File: src/rtl/rv64_defs.sv
// Shared definitions for the RV64 front end: the canonical NOP, the boot
// address and the fetch-stage state encoding.
package rv64_defs;

    localparam logic [31:0] INST_NOP = 32'h0000_0013;
    localparam logic [63:0] RESET_PC = 64'h0000_0000_8000_0000;

    typedef enum logic [1:0] {
        IDLE = 2'd0,
        REQ  = 2'd1,
        WAIT = 2'd2,
        OUT  = 2'd3
    } fetch_state_e;

endpackage

File: src/rtl/pc_reg.sv
// Program counter register. The fetch FSM chooses between holding,
// loading a redirect target (forced to 4-byte alignment) and stepping by 4.
module pc_reg
    import rv64_defs::*;
#(
    parameter int              DW       = 64,
    parameter logic [DW-1:0]   RESET_PC = rv64_defs::RESET_PC[DW-1:0]
) (
    input  logic          clk,
    input  logic          rst,
    input  logic          load_en,
    input  logic [DW-1:0] load_addr,
    input  logic          inc_en,
    output logic [DW-1:0] pc
);

    // PC update: reset, then redirect, then sequential step (wraps naturally).
    always_ff @(posedge clk) begin
        if (!rst) begin
            pc <= RESET_PC;
        end else if (load_en) begin
            pc <= {load_addr[DW-1:2], 2'b00};
        end else if (inc_en) begin
            pc <= pc + DW'(4);
        end
    end

endmodule

File: src/rtl/ifu_fetch.sv
// Instruction fetch stage. Issues one memory request at a time, squashes
// responses made stale by a redirect, and presents the fetched instruction
// to the IF/ID register until it is consumed.
//
// Memory handshake: a request is transferred on a cycle where mem_req_o and
// mem_ready_i are both high; exactly one response (mem_rvalid_i) follows per
// transferred request, and mem_rvalid_i is only meaningful while a request is
// outstanding (WAIT); it is ignored in every other state.
module ifu_fetch
    import rv64_defs::*;
#(
    parameter int            DW       = 64,
    parameter int            IW       = 32,
    parameter logic [DW-1:0] RESET_PC = rv64_defs::RESET_PC[DW-1:0]
) (
    input  logic          clk,
    input  logic          rst,
    input  logic          jump_en_i,
    input  logic [DW-1:0] jump_addr_i,
    input  logic          stall_i,
    output logic          mem_req_o,
    output logic [DW-1:0] mem_addr_o,
    input  logic          mem_ready_i,
    input  logic          mem_rvalid_i,
    input  logic [IW-1:0] mem_rdata_i,
    output logic [IW-1:0] inst_o,
    output logic [DW-1:0] inst_addr_o,
    output logic          inst_valid_o,
    output logic          hold_flag_o,
    output logic [1:0]    fsm_state_o
);

    fetch_state_e  state, state_next;
    logic          drop, drop_next;
    logic [IW-1:0] inst_q, inst_next;
    logic [DW-1:0] inst_addr_q, inst_addr_next;
    logic          valid_q, valid_next;
    logic          pc_load, pc_inc;
    logic [DW-1:0] pc;

    pc_reg #(
        .DW       (DW),
        .RESET_PC (RESET_PC)
    ) u_pc_reg (
        .clk       (clk),
        .rst       (rst),
        .load_en   (pc_load),
        .load_addr (jump_addr_i),
        .inc_en    (pc_inc),
        .pc        (pc)
    );

    // State and output registers.
    always_ff @(posedge clk) begin
        if (!rst) begin
            state       <= IDLE;
            drop        <= 1'b0;
            inst_q      <= INST_NOP[IW-1:0];
            inst_addr_q <= '0;
            valid_q     <= 1'b0;
        end else begin
            state       <= state_next;
            drop        <= drop_next;
            inst_q      <= inst_next;
            inst_addr_q <= inst_addr_next;
            valid_q     <= valid_next;
        end
    end

    // Next-state logic; a redirect always beats a stall.
    always_comb begin
        state_next     = state;
        drop_next      = drop;
        inst_next      = inst_q;
        inst_addr_next = inst_addr_q;
        valid_next     = valid_q;
        pc_load        = 1'b0;
        pc_inc         = 1'b0;
        case (state)
            IDLE: begin
                state_next = REQ;
                pc_load    = jump_en_i;
            end
            REQ: begin
                pc_load = jump_en_i;
                if (mem_ready_i) begin
                    state_next = WAIT;
                    // The accepted request used the old PC; its data is stale.
                    if (jump_en_i) drop_next = 1'b1;
                end
            end
            WAIT: begin
                if (mem_rvalid_i) begin
                    if (drop || jump_en_i) begin
                        drop_next  = 1'b0;
                        pc_load    = jump_en_i;
                        state_next = REQ;
                    end else begin
                        inst_next      = mem_rdata_i;
                        inst_addr_next = pc;
                        valid_next     = 1'b1;
                        state_next     = OUT;
                    end
                end else if (jump_en_i) begin
                    pc_load   = 1'b1;
                    drop_next = 1'b1;
                end
            end
            OUT: begin
                if (jump_en_i) begin
                    pc_load    = 1'b1;
                    valid_next = 1'b0;
                    inst_next  = INST_NOP[IW-1:0];
                    state_next = REQ;
                end else if (!stall_i) begin
                    pc_inc     = 1'b1;
                    valid_next = 1'b0;
                    inst_next  = INST_NOP[IW-1:0];
                    state_next = REQ;
                end
            end
            default: state_next = IDLE;
        endcase
    end

    assign mem_req_o    = (state == REQ);
    assign mem_addr_o   = pc;
    assign inst_o       = inst_q;
    assign inst_addr_o  = inst_addr_q;
    assign inst_valid_o = valid_q;
    assign hold_flag_o  = ~valid_q;
    assign fsm_state_o  = state;

endmodule
File: config.mk
export PLATFORM = sky130hd
export DESIGN_NAME = ifu_fetch
export DESIGN_NICKNAME = d
export VERILOG_FILES = /design/src/rtl/rv64_defs.sv /design/src/rtl/pc_reg.sv /design/src/rtl/ifu_fetch.sv
export SDC_FILE = /design/constraint.sdc
export NUM_CORES = 1
export LEC_CHECK = 0
export ABC_CLOCK_PERIOD_IN_PS = 6800
export BUFFER_PORTS_ARGS = -buffer_cell sky130_fd_sc_hd__buf_2
export CAP_MARGIN = 25
export CORE_ASPECT_RATIO = 0.5
export CORE_MARGIN = 1.5
export CORE_UTILIZATION = 55
export CTS_CLUSTER_SIZE = 8
export DETAILED_ROUTE_END_ITERATION = 10
export PLACE_DENSITY_LB_ADDON = 0.25
export SLEW_MARGIN = 10
export SYNTH_ARGS = -nofsm -noshare
export SYNTH_HDL_FRONTEND = slang
export SYNTH_HIERARCHICAL = 1
export SYNTH_SLANG_ARGS = --single-unit
File: constraint.sdc
create_clock -name clk -period 6.8 [get_ports clk]
set_clock_uncertainty 0.1 [all_clocks]
set_input_delay 0.68 -clock clk [delete_from_list [all_inputs] [get_ports clk]]
set_output_delay 0.68 -clock clk [all_outputs]
set_load 0.01 [all_outputs]
# --- Word level (Yosys, flattened, before mapping) ---
# Cells that the tools add are included.
op_classes:
  bitwise_logic: 3
  muxes: 30
  n_addsub: 1
  eq_ne: 8
  reduce_logical: 11
op_table:
  columns: ["op", "n"]
  rows:
  - ["$mux W32", 4]
  - ["$mux W64", 2]
  - ["$add A64 B3 Y64 const B", 1]
  - ["$pmux W32 S2", 1]
  - ["$mux W1", 14]
  - ["$mux W2", 5]
  - ["$reduce_and A3 Y1", 3]
  - ["$pmux W2 S4", 1]
  - ["$ne A3 B3 Y1 const B", 2]
  - ["$reduce_bool A2 Y1", 3]
  - ["$eq A2 B2 Y1 const B", 2]
  - ["$ne A2 B2 Y1 const B", 2]
  - ["$pmux W1 S2", 2]
  - ["$reduce_and A4 Y1", 1]
  - ["$reduce_or A2 Y1", 2]
  - ["$not A1 Y1", 3]
  - ["$pmux W1 S3", 1]
  - ["$eq A2 B1 Y1 const B", 1]
  - ["$logic_not A2 Y1", 1]
  - ["$ne A2 B1 Y1 const B", 1]
  - ["$logic_or A1 B1 Y1", 1]
totals:
  output_inout_bits: 165
  elab_cells: 60
  inputBits: 102
  reg_bits: 164

# --- Depth between registers and ports, before layout ---
# Gate-level depths: netlist of run 1.
logic_depth:
  ltp_word: 5
  ltp_mapped: 10
  mapped_depth_nobuf: 7

# --- Hierarchy ---
# Netlist of run 1, hierarchy kept.
modules_own_cells:
  columns: ["module", "n_inst", "area_each_um2", "cells_per_inst", "seq_area_each_um2"]
  rows:
  - ["ifu_fetch", 1, 3932.5, 459, 2001.9]
  - ["pc_reg", 1, 3851.2, 492, 1241.2]

# --- Worst setup path before layout of run 1 ---
# OpenSTA, ideal clock, no wires.
synth_timing:
  path_type: "reg-to-reg"
  from: "register state[0] (netlist: fsm_state_o[0])"
  to: "register u_pc_reg.pc[59]"
  slack_ns: 3.437
  setup_ns: 0.086
  arrival_ns: 3.178
  t_required_ns: 6.614
  stages_incl_launch_ff: 11
  path_buffers: 3
  synth_period_minus_slack_ns: 3.363
  cell_sequence: "dfxtp_1 > ha_1 > clkbuf_1 > clkbuf_1 > nor3b_1 > and3_1 > nand3_1 > or4_1 > buf_2 > or3_1 > a211oi_1"
synth_via:
  elab_cells_between_ends: 9
  classes_between: "3 x eq/ne; 3 x mux; 3 x reduce/logical"
synth_lines:
  columns: ["element", "line", "text"]
  rows:
  - ["start: declaration", "ifu_fetch.sv:33", "fetch_state_e state, state_next;"]
  - ["start signal: assignment", "ifu_fetch.sv:62", "state <= state_next;"]
  - ["$eq A2 B2 Y1", "ifu_fetch.sv:79", "case (state)"]
  - ["$mux W1", "ifu_fetch.sv:79", null]
  - ["via pc_inc", "ifu_fetch.sv:38", "logic pc_load, pc_inc;"]
  - ["$reduce_bool A2 Y1 (no source line)", null, null]
  - ["end signal: assignment", "pc_reg.sv:22", "pc <= {load_addr[DW-1:2], 2'b00};"]
  - ["end signal: assignment", "pc_reg.sv:24", "pc <= pc + DW'(4);"]
  - ["end: declaration", "pc_reg.sv:14", "output logic [DW-1:0] pc"]
# The timed path passes the listed nets, and every way through them passes these cells.
# A chain may end at the register's enable or synchronous reset.

# --- Worst setup path in the final report of run 1 ---
layout_timing:
  from: "register state[1] (netlist: fsm_state_o[1])"
  to: "register u_pc_reg.pc[59]"
# Same word-level chain as after synthesis.

==> impl_metrics.ini, run 1 <==
[outcome]
run_status = complete, no violations

[setup_path]
worstSetupEndpointType = flip-flop
cp_max_fo = 14
cp_cell_sequence = ha_1, nor3b_2, and3_1, nand3_1, or4_1, or3_1, a211oi_1
reg2reg_slack_ns = 2.72
worstSetupStartpointType = flip-flop
cp_slowest_cell = nor3b_2
crit_path_max_incr_delay_ns = 0.90
worstPathRequired_ns = 7.02
timing.critical_path.buf_inv = 0
crit_type = flip-flop to flip-flop
cp.arrival_ns = 4.30
crit_family = simple AND/OR/NAND/NOR gates

[synth]
synth_compound_area_share_pct = 15.06
synth.distinct_cells = 63
synth_fa_ha_area_share_pct = 0.8037
synth-edff-count = 0
yosysWarnings = 6
synthXorXnorAreaFrac_pct = 3.488
synthArstFlopShare_pct = 0
ys.flop_type = dfxtp_1
synth_top_family_by_area = simple AND/OR/NAND/NOR gates
synthMuxAreaShare_pct = 4.806
avgSynthCellArea_sq_um = 8.185
syn_area_sq_mm = 0.007784
syn_inst = 951
ys_ff_latch = 162
ys_seq_area_share_pct = 41.67
synth-simple-area-share_pct = 29.58

[placement]
dp_hpwl_mm = 15.57
io_buffer_count = 262
gp_congestion = 0.8351

[die]
num_rows = 30
die_y_um = 87.12
io_pins = 267
core_area_sq_mm = 0.01370
start_util_pct = 56.81
die_x_um = 171.2
design.die.area_sq_mm = 0.01492

[global_routing]
grt_pass1_wl_mm = 35.29
antenna_found_initial = 1
track_usage_pct = 29.77
grt_max_degree = 95
overflow = 0
grt_pass1_vias = 7050

[routing]
wire_per_inst_um = 16.42
drt_iter0_markers = 485
vias = 7860
detail-route-antenna-nets = 0
wirelength_mm = 22.61
via_per_inst = 5.708
drc = 0
drt-pass1-iter-count = 5

[sta]
period_share_pct = 59.93
min_period_ns = 4.075
slew_viol_final = 0
tightest_slew_ns = 1.038
grt_setup_unrepaired = false
max_clock_freq_mhz = 245.4
relSlewSlack_pct = 30.47
finalSetupViolCount = 0
fin_tns_setup_ns = 0
hold_viol_final = 0

[power]
seqPwrFrac_pct = 46.5
intPower_mw = 1.645
p_leak_nw = 4.297
p_comb_share_pct = 10.0
power_density_mw_per_mm2 = 229.2
p_switching_uw = 593.5
peakVddDrop_uv = 152.4
power.share.switching_pct = 26.51
power.share.clock_pct = 43.6

[clock_network]
numCtsBuffers = 17
cts_max_path_buffers = 2
cts_setup_buffers = 0
clkSinkCount = 162
htree_levels = 4
path_clk_slew_ns = 0.06
cts_tree = yes
clkLatencyLatePin_ns = 0.41
clock-root-buffer = clkbuf_16
post_cts_resized = 0
cts.hold.buffers_added = 0

[layout]
antenna_cells = 0
largest_reg_flops = 64
areaGrowthSynthToFinish_pct = 25.51
fillers = 1156
postLayoutCoreUtil_pct = 71.31
mostFrequentLayoutCell = buf_2
drive_gt1_share_pct = 27.34
mostFrequentLayoutCells = buf_2 (261), nand2_1 (205), dfxtp_1 (162)
nets = 1279

[flow_run]
drv_cap = 0

[min_path]
min_path_type = flip-flop to flip-flop
cell usage after synthesis (3+ instances only):
| cell type | n | share of area [%] |
|---|---|---|
| o2111ai_1 | 3 | 0.34 |
| a21oi_1 | 82 | 5.3 |
| nand2_1 | 205 | 9.9 |
| nor3b_1 | 8 | 0.77 |
| nor4_1 | 11 | 0.88 |
| nor2_1 | 18 | 0.87 |
| a211o_1 | 3 | 0.34 |
| mux2_2 | 3 | 0.43 |
| and2_1 | 4 | 0.32 |
| mux2i_1 | 34 | 4.4 |
| ha_1 | 5 | 0.80 |
| and4_1 | 10 | 1.1 |
| buf_2 | 10 | 0.64 |
| buf_1 | 3 | 0.14 |
| o21ai_0 | 47 | 3.0 |
| dfxtp_1 | 162 | 42 |
| or4b_2 | 3 | 0.39 |
| or4_1 | 9 | 0.87 |
| nor3_1 | 18 | 1.2 |
| clkbuf_1 | 54 | 2.6 |
| a211oi_1 | 7 | 0.68 |
| nor4b_1 | 4 | 0.45 |
| nor2b_1 | 9 | 0.72 |
| and3_1 | 18 | 1.4 |
| a32oi_1 | 4 | 0.45 |
| o31ai_1 | 4 | 0.39 |
| xnor2_1 | 16 | 1.8 |
| a31oi_1 | 7 | 0.56 |
| nand3_1 | 38 | 2.4 |
| xor2_1 | 15 | 1.7 |
| nand3b_1 | 31 | 3.0 |
| nand4_1 | 28 | 2.3 |
| nand4b_1 | 3 | 0.34 |
| or3_1 | 7 | 0.56 |
| nand2b_1 | 9 | 0.72 |
| o211a_1 | 13 | 1.7 |
| buf_6 | 3 | 0.43 |
| inv_1 | 10 | 0.48 |
kinds of logic after synthesis:
kind of cell | count (synthesis)
buf+inv | 83
mux | 37
xor+xnor | 31
fa+ha+maj | 5
other cells | 1
simple gates | 444
flops | 162
compound gates | 188
through the flow:
| stage | instance area [sq um] | setup WS [ns] | total power, mW | hold WS [ns] | instances |
|---|---|---|---|---|---|
| floorplan | 7787 | 3.437 | 1.180 | 0.3792 | 952 |
| global placement | 9114 | 2.316 | 1.271 | 0.3384 | 1341 |
| detailed placement | 9156 | 2.842 | 1.281 | 0.3442 | 1344 |
| CTS | 9749 | 2.825 | 2.251 | 0.3534 | 1376 |
| global route | 9769 | 2.587 | 2.328 | 0.3709 | 1377 |
| finish | 9769 | 2.725 | 2.239 | 0.3498 | 1377 |
metal layers:
layer | global-route usage (%) | part of all wire (%) | routed length (um)
met5 | 0 | 0 | 0
met4 | 9.011 | 1.3 | 301
met3 | 6.361 | 7.6 | 1722
met2 | 48.52 | 46 | 10470
met1 | 39.89 | 45 | 10120
worst min-delay path, cell delays in order (launching register included):
cell	delay, ns
dfxtp_1	0.31
nand2_1	0.05
a21oi_1	0.05
final timing paths:
path                   start         endpoint  cells past startpoint
min reg2reg  inst_addr_o[61]  inst_addr_o[61]                      2
max reg2reg   fsm_state_o[1]  u_pc_reg/pc[59]                      7
max           fsm_state_o[1]  u_pc_reg/pc[59]                      7
min          inst_addr_o[61]  inst_addr_o[61]                      2
layout make-up:
type	instances	area, sq um	share of cell area, %
inverter	11	41.29	0.4226
clock inverter	12	146.4	1.498
multi-input combinational	707	4223	43.22
sequential	162	3243	33.20
timing repair buffer	273	1429	14.63
tap	192	240.2	2.459
clock buffer	20	446.7	4.572
power by group through the flow:
stage | Combinational [mW] | Clock, mW | Sequential [mW]
floorplan | 0.120 | 0 | 1.06
global route | 0.245 | 1.04 | 1.05
CTS | 0.222 | 0.990 | 1.04
global placement | 0.213 | 0 | 1.06
finish | 0.223 | 0.975 | 1.04
detailed placement | 0.221 | 0 | 1.06
(Power assumes the default switching activity.)
==> run 2, diff against run 1 <==
- ABC_CLOCK_PERIOD_IN_PS: 6800 -> 4000
- CORE_UTILIZATION: 55 -> 51
- clock period: 6.8 -> 4 ns (I/O delays scaled with it)
==> run 2 against run 1 <==
Net effect: sequential share of layout area hardly changed; power rose by 67%; die area grew 7.6%; sequential power rose by 70%.
==> impl_metrics.ini, run 2 (synthesized netlist as in run 1, its figures left out) <==
[outcome]
run_status = complete, no violations

[sta]
finalSetupViolCount = 0
hold_viol_final = 0
relSlewSlack_pct = 48.47
period_share_pct = 78.08
slew_viol_final = 0
min_period_ns = 3.123
grt_setup_unrepaired = false
max_clock_freq_mhz = 320.2
fin_tns_setup_ns = 0
tightest_slew_ns = 0.7719

[global_routing]
grt_max_degree = 86
overflow = 0
antenna_found_initial = 1
grt_pass1_wl_mm = 36.00
grt_pass1_vias = 7034
track_usage_pct = 27.96

[placement]
dp_hpwl_mm = 15.83
io_buffer_count = 262
gp_congestion = 0.8196

[clock_network]
clkLatencyLatePin_ns = 0.43
numCtsBuffers = 17
cts_max_path_buffers = 2
cts.hold.buffers_added = 0
clock-root-buffer = clkbuf_16
path_clk_slew_ns = 0.07
post_cts_resized = 0
cts_setup_buffers = 0
cts_tree = yes
clkSinkCount = 162
htree_levels = 4

[routing]
wirelength_mm = 22.95
drt-pass1-iter-count = 5
drt_iter0_markers = 562
wl_met1_mm = 10.25
vias = 7808
wl_met3_mm = 1.920
drc = 0
highest_layer = met5
met2WireLength_mm = 10.55
detail-route-antenna-nets = 0
via_per_inst = 5.633
wire_per_inst_um = 16.56

[power]
power.share.clock_pct = 42.7
seqPwrFrac_pct = 47.2
peakVddDrop_uv = 255.3
p_switching_uw = 992.6
power_mw = 3.749
p_leak_nw = 4.313
power_density_mw_per_mm2 = 383.6
intPower_mw = 2.756
p_comb_share_pct = 10.1
power.share.switching_pct = 26.48

[layout]
mostFrequentLayoutCell = buf_2
drive_gt1_share_pct = 27.53
nets = 1282
mostFrequentLayoutCells = buf_2 (261), nand2_1 (205), dfxtp_1 (162)
areaGrowthSynthToFinish_pct = 25.54
fillers = 1307
largest_reg_flops = 64
antenna_cells = 0

[die]
core_area_sq_mm = 0.01470
die_y_um = 90.36
num_rows = 31
start_util_pct = 52.95
die_x_um = 177.7
io_pins = 267
design.die.area_sq_mm = 0.01606

[setup_path]
crit_family = simple AND/OR/NAND/NOR gates
rr_worst_depth = 9
r2r_end = u_pc_reg/pc[56]
timing.critical_path.buf_inv = 2
crit_type = flip-flop to flip-flop
worstSetupEndpointType = flip-flop
reg2reg_slack_ns = 0.88
cp_cell_sequence = ha_1, nor3b_2, buf_4, nand4_1, nor3_2, buf_4, nand4_1, or4_1, a31oi_1
cp_slowest_cell = or4_1
crit_path_max_incr_delay_ns = 0.62
cp_max_fo = 14
cp.arrival_ns = 3.37
worstSetupStartpointType = flip-flop
crit-reg2reg-launch = fsm_state_o[0]
startpoint = fsm_state_o[0]
worstPathRequired_ns = 4.25

[flow_run]
drv_cap = 0

[min_path]
holdCritStartpoint = jump_addr_i[11]
min_path_type = input port to flip-flop
min_to = u_pc_reg/pc[11]
min_path_cells = 2
## run 2: cell types whose count changed in the layout (fill, tap and decap cells not counted)
cell,delta
clkinv_2,+2
clkbuf_8,+2
buf_4,+4
bufinv_16,-1
inv_6,-1
clkinvlp_4,-3
clkinv_4,+3
buf_8,-1
inv_8,-2
## run 2: power groups by stage
stage,logic [mW],registers [mW],clock network [mW]
after floorplan,0.203,1.80,0
after CTS,0.379,1.77,1.63
final,0.379,1.77,1.60
after global placement,0.365,1.80,0
after global routing,0.416,1.78,1.70
after detailed placement,0.377,1.80,0
## run 2: layout make-up
| cell class | count | area, sq um | area share, % |
|---|---|---|---|
| clock buffers | 22 | 474.2 | 4.853 |
| multi-input cells | 707 | 4223 | 43.21 |
| repair buffers | 276 | 1444 | 14.78 |
| inverters | 11 | 41.29 | 0.4225 |
| clock inverters | 10 | 98.84 | 1.012 |
| flip-flops and latches | 162 | 3243 | 33.19 |
| well taps | 198 | 247.7 | 2.535 |
## run 2: worst max-delay path by stage
stage | cells past startpoint | endpoint
finish | 9 | u_pc_reg/pc[56]
global route | 9 | u_pc_reg/pc[56]
CTS | 9 | u_pc_reg/pc[56]
detailed placement | 9 | u_pc_reg/pc[59]
global placement | 9 | u_pc_reg/pc[63]
floorplan | 10 | u_pc_reg/pc[59]
## run 2: stage by stage
step / instance area (sq um) / hold WS, ns / util, % / instances / setup WS (ns)
after global placement: 9159 / 0.3384 / 62.30 / 1352 / 1.038
after CTS: 9752 / 0.07752 / 66.34 / 1385 / 0.9527
after detailed placement: 9179 / 0.3430 / 62.44 / 1353 / 0.9909
after global routing: 9772 / 0.07831 / 66.47 / 1386 / 0.7342
after floorplan: 7787 / 0.3792 / - / 952 / 0.6365
final: 9772 / 0.09501 / 66.47 / 1386 / 0.8767
## run 2: metal layers
metal	global-route usage, %	vias up
met2	44.01	309
met3	7.576	18
met5	0	-
met4	7.493	2
met1	37.70	3645
li1	-	3834
==> run 3, diff against run 2 <==
- ABC_AREA: default -> 1
- ABC_CLOCK_PERIOD_IN_PS: 4000 -> 3100
- CORE_UTILIZATION: 51 -> 52
- clock period: 4 -> 3.1 ns (I/O delays scaled with it)
==> run 3 against run 2 <==
Net effect: utilization decreased by 0.35 points; critical path depth shrank 1; worst hold slack got worse by 0.071 ns; sequential share of layout area is 1.5 points lower; clock power increased by 31%; final cell count rose by 18%; synthesized cell count increased by 24%; power is 39% higher; largest cell class unchanged.
==> impl_metrics.ini, run 3 <==
[synth]
synth_top_area_share_pct = 39.15
synth_area_leaders = dfxtp_1 (39%), nand2_1 (12%), a21oi_1 (8.5%), inv_1 (5.8%), nor2_1 (4.8%)
synth.distinct_cells = 36
syn_area_sq_mm = 0.008284
synth.most_common_cell = nand2_1
ys.flop_type = dfxtp_1
synth-edff-count = 0
netlist.top_cell.by_area = dfxtp_1
synthArstFlopShare_pct = 0
ys_ff_latch = 162
avgSynthCellArea_sq_um = 7.003
yosysWarnings = 6
ys_seq_area_share_pct = 39.15
synth_common_cells = nand2_1 (275), dfxtp_1 (162), a21oi_1 (140)
syn_inst = 1183

[die]
num_rows = 32
io_pins = 267
core_area_sq_mm = 0.01549
design.die.area_sq_mm = 0.01674
start_util_pct = 53.46
die_y_um = 92.25
die_x_um = 181.5

[setup_path]
crit_path_max_incr_delay_ns = 0.50
cp.arrival_ns = 2.73
crit_type = flip-flop to flip-flop
cp_cell_sequence = ha_1, inv_1, nor3_1, buf_4, nor2_4, buf_4, a22oi_1, a21oi_1
cp_slowest_cell = nor2_4
worstSetupStartpointType = flip-flop
path_common_cell = buf_4
worstPathRequired_ns = 3.36
reg2reg_slack_ns = 0.63
worstSetupEndpointType = flip-flop
cp_max_fo = 31

[layout]
mostFrequentLayoutCells = nand2_1 (275), buf_2 (262), dfxtp_1 (162)
antenna_cells = 0
mostFrequentLayoutCell = nand2_1
nets = 1524
areaGrowthSynthToFinish_pct = 23.68
final_area_sq_mm = 0.01025
largest_reg_flops = 64
drive_gt1_share_pct = 25.59

[clock_network]
post_cts_resized = 0
clkSinkCount = 162
cts_max_path_buffers = 2
clock-root-buffer = clkbuf_16
cts_setup_buffers = 0
cts_tree = yes
htree_levels = 4
path_clk_slew_ns = 0.07
cts.hold.buffers_added = 0
numCtsBuffers = 17
clkLatencyLatePin_ns = 0.43

[sta]
min_period_ns = 2.468
hold_viol_final = 0
max_clock_freq_mhz = 405.1
tightest_slew_ns = 0.9204
fin_tns_setup_ns = 0
slew_viol_final = 0
relSlewSlack_pct = 38.57
finalSetupViolCount = 0
grt_setup_unrepaired = false
period_share_pct = 79.63

[routing]
drc = 0
drt_iter0_markers = 615
vias = 8739
detail-route-antenna-nets = 0
wire_per_inst_um = 16.37
wirelength_mm = 26.75
drt-pass1-iter-count = 5
via_per_inst = 5.348

[power]
p_leak_nw = 4.524
power_density_mw_per_mm2 = 507.9
peakVddDrop_uv = 344.1

[outcome]
run_status = complete, no violations

[global_routing]
antenna_found_initial = 0
grt_max_degree = 71
grt_pass1_wl_mm = 42.46
grt_pass1_vias = 8181
overflow = 0
track_usage_pct = 32.18

[placement]
gp_congestion = 0.8871
dp_hpwl_mm = 20.03
io_buffer_count = 262
dpl_cell_area_sq_mm = 0.009674

[min_path]
min_path_type = input port to flip-flop

[flow_run]
drv_cap = 0
-- run 3: routing by layer --
metal  share of wire, %  track usage [%]  vias up
met3                7.0            6.076       33
li1                   -                -     4307
met4                1.3            8.681        0
met1                 46            43.39     4102
met5                  0                0        -
met2                 46            52.85      297
-- run 3: path summary, 6_finish.rpt --
kind | startpoint | end | cells past startpoint
hold reg to reg | inst_addr_o[60] | inst_addr_o[60] | 2
hold / removal | mem_rdata_i[1] | inst_o[1] | 3
setup reg to reg | fsm_state_o[0] | u_pc_reg/pc[53] | 8
setup / recovery | fsm_state_o[0] | u_pc_reg/pc[53] | 8
-- run 3: stage by stage --
| step | hold WS, ns | std cells | setup WS, ns | utilization [%] | power (mW) |
|---|---|---|---|---|---|
| after floorplan | 0.3076 | 1184 | 0.9745 | - | 2.850 |
| after global placement | 0.3271 | 1602 | 0.7779 | 62.44 | 3.109 |
| after detailed placement | 0.3324 | 1602 | 0.7055 | 62.44 | 3.139 |
| after CTS | 0.01199 | 1634 | 0.6809 | 66.13 | 5.216 |
| after global routing | 0.01083 | 1634 | 0.4584 | 66.13 | 5.416 |
| final | 0.02395 | 1634 | 0.6316 | 66.13 | 5.204 |
-- run 3: logic make-up after synthesis --
logic type,after synthesis,share of synthesized area [%]
AO/OA/AOI/OAI,298,20.48
flip-flops,162,39.15
other,1,0.04527
buffers and inverters,192,9.621
AND/OR/NAND/NOR,496,26.88
adder cells (fa/ha/maj),5,0.7552
XOR/XNOR,29,3.066
-- run 3: layout make-up --
class                      count  area, sq um
clock buffer                  18        429.2
clock inverter                14        142.6
fill                        1390         5249
inverter                     133        499.2
multi-input combinational    830         4270
sequential                   162         3243
tap                          204        255.2
timing repair buffer         273         1406
-- run 3: power breakdown --
| part | internal (mW) | switching [mW] | total [mW] |
|---|---|---|---|
| Sequential | 2.21 | 0.136 | 2.35 |
| Clock | 1.14 | 0.968 | 2.10 |
| Combinational | 0.301 | 0.452 | 0.753 |
-- run 3: critical path: cells and delay by family, from the launching register on --
| family | cells | cell delay [ns] |
|---|---|---|
| compound gates | 2 | 0.32 |
| fa+ha+maj | 1 | 0.29 |
| buf+inv | 3 | 0.72 |
| flops | 1 | 0.37 |
| simple gates | 2 | 0.56 |
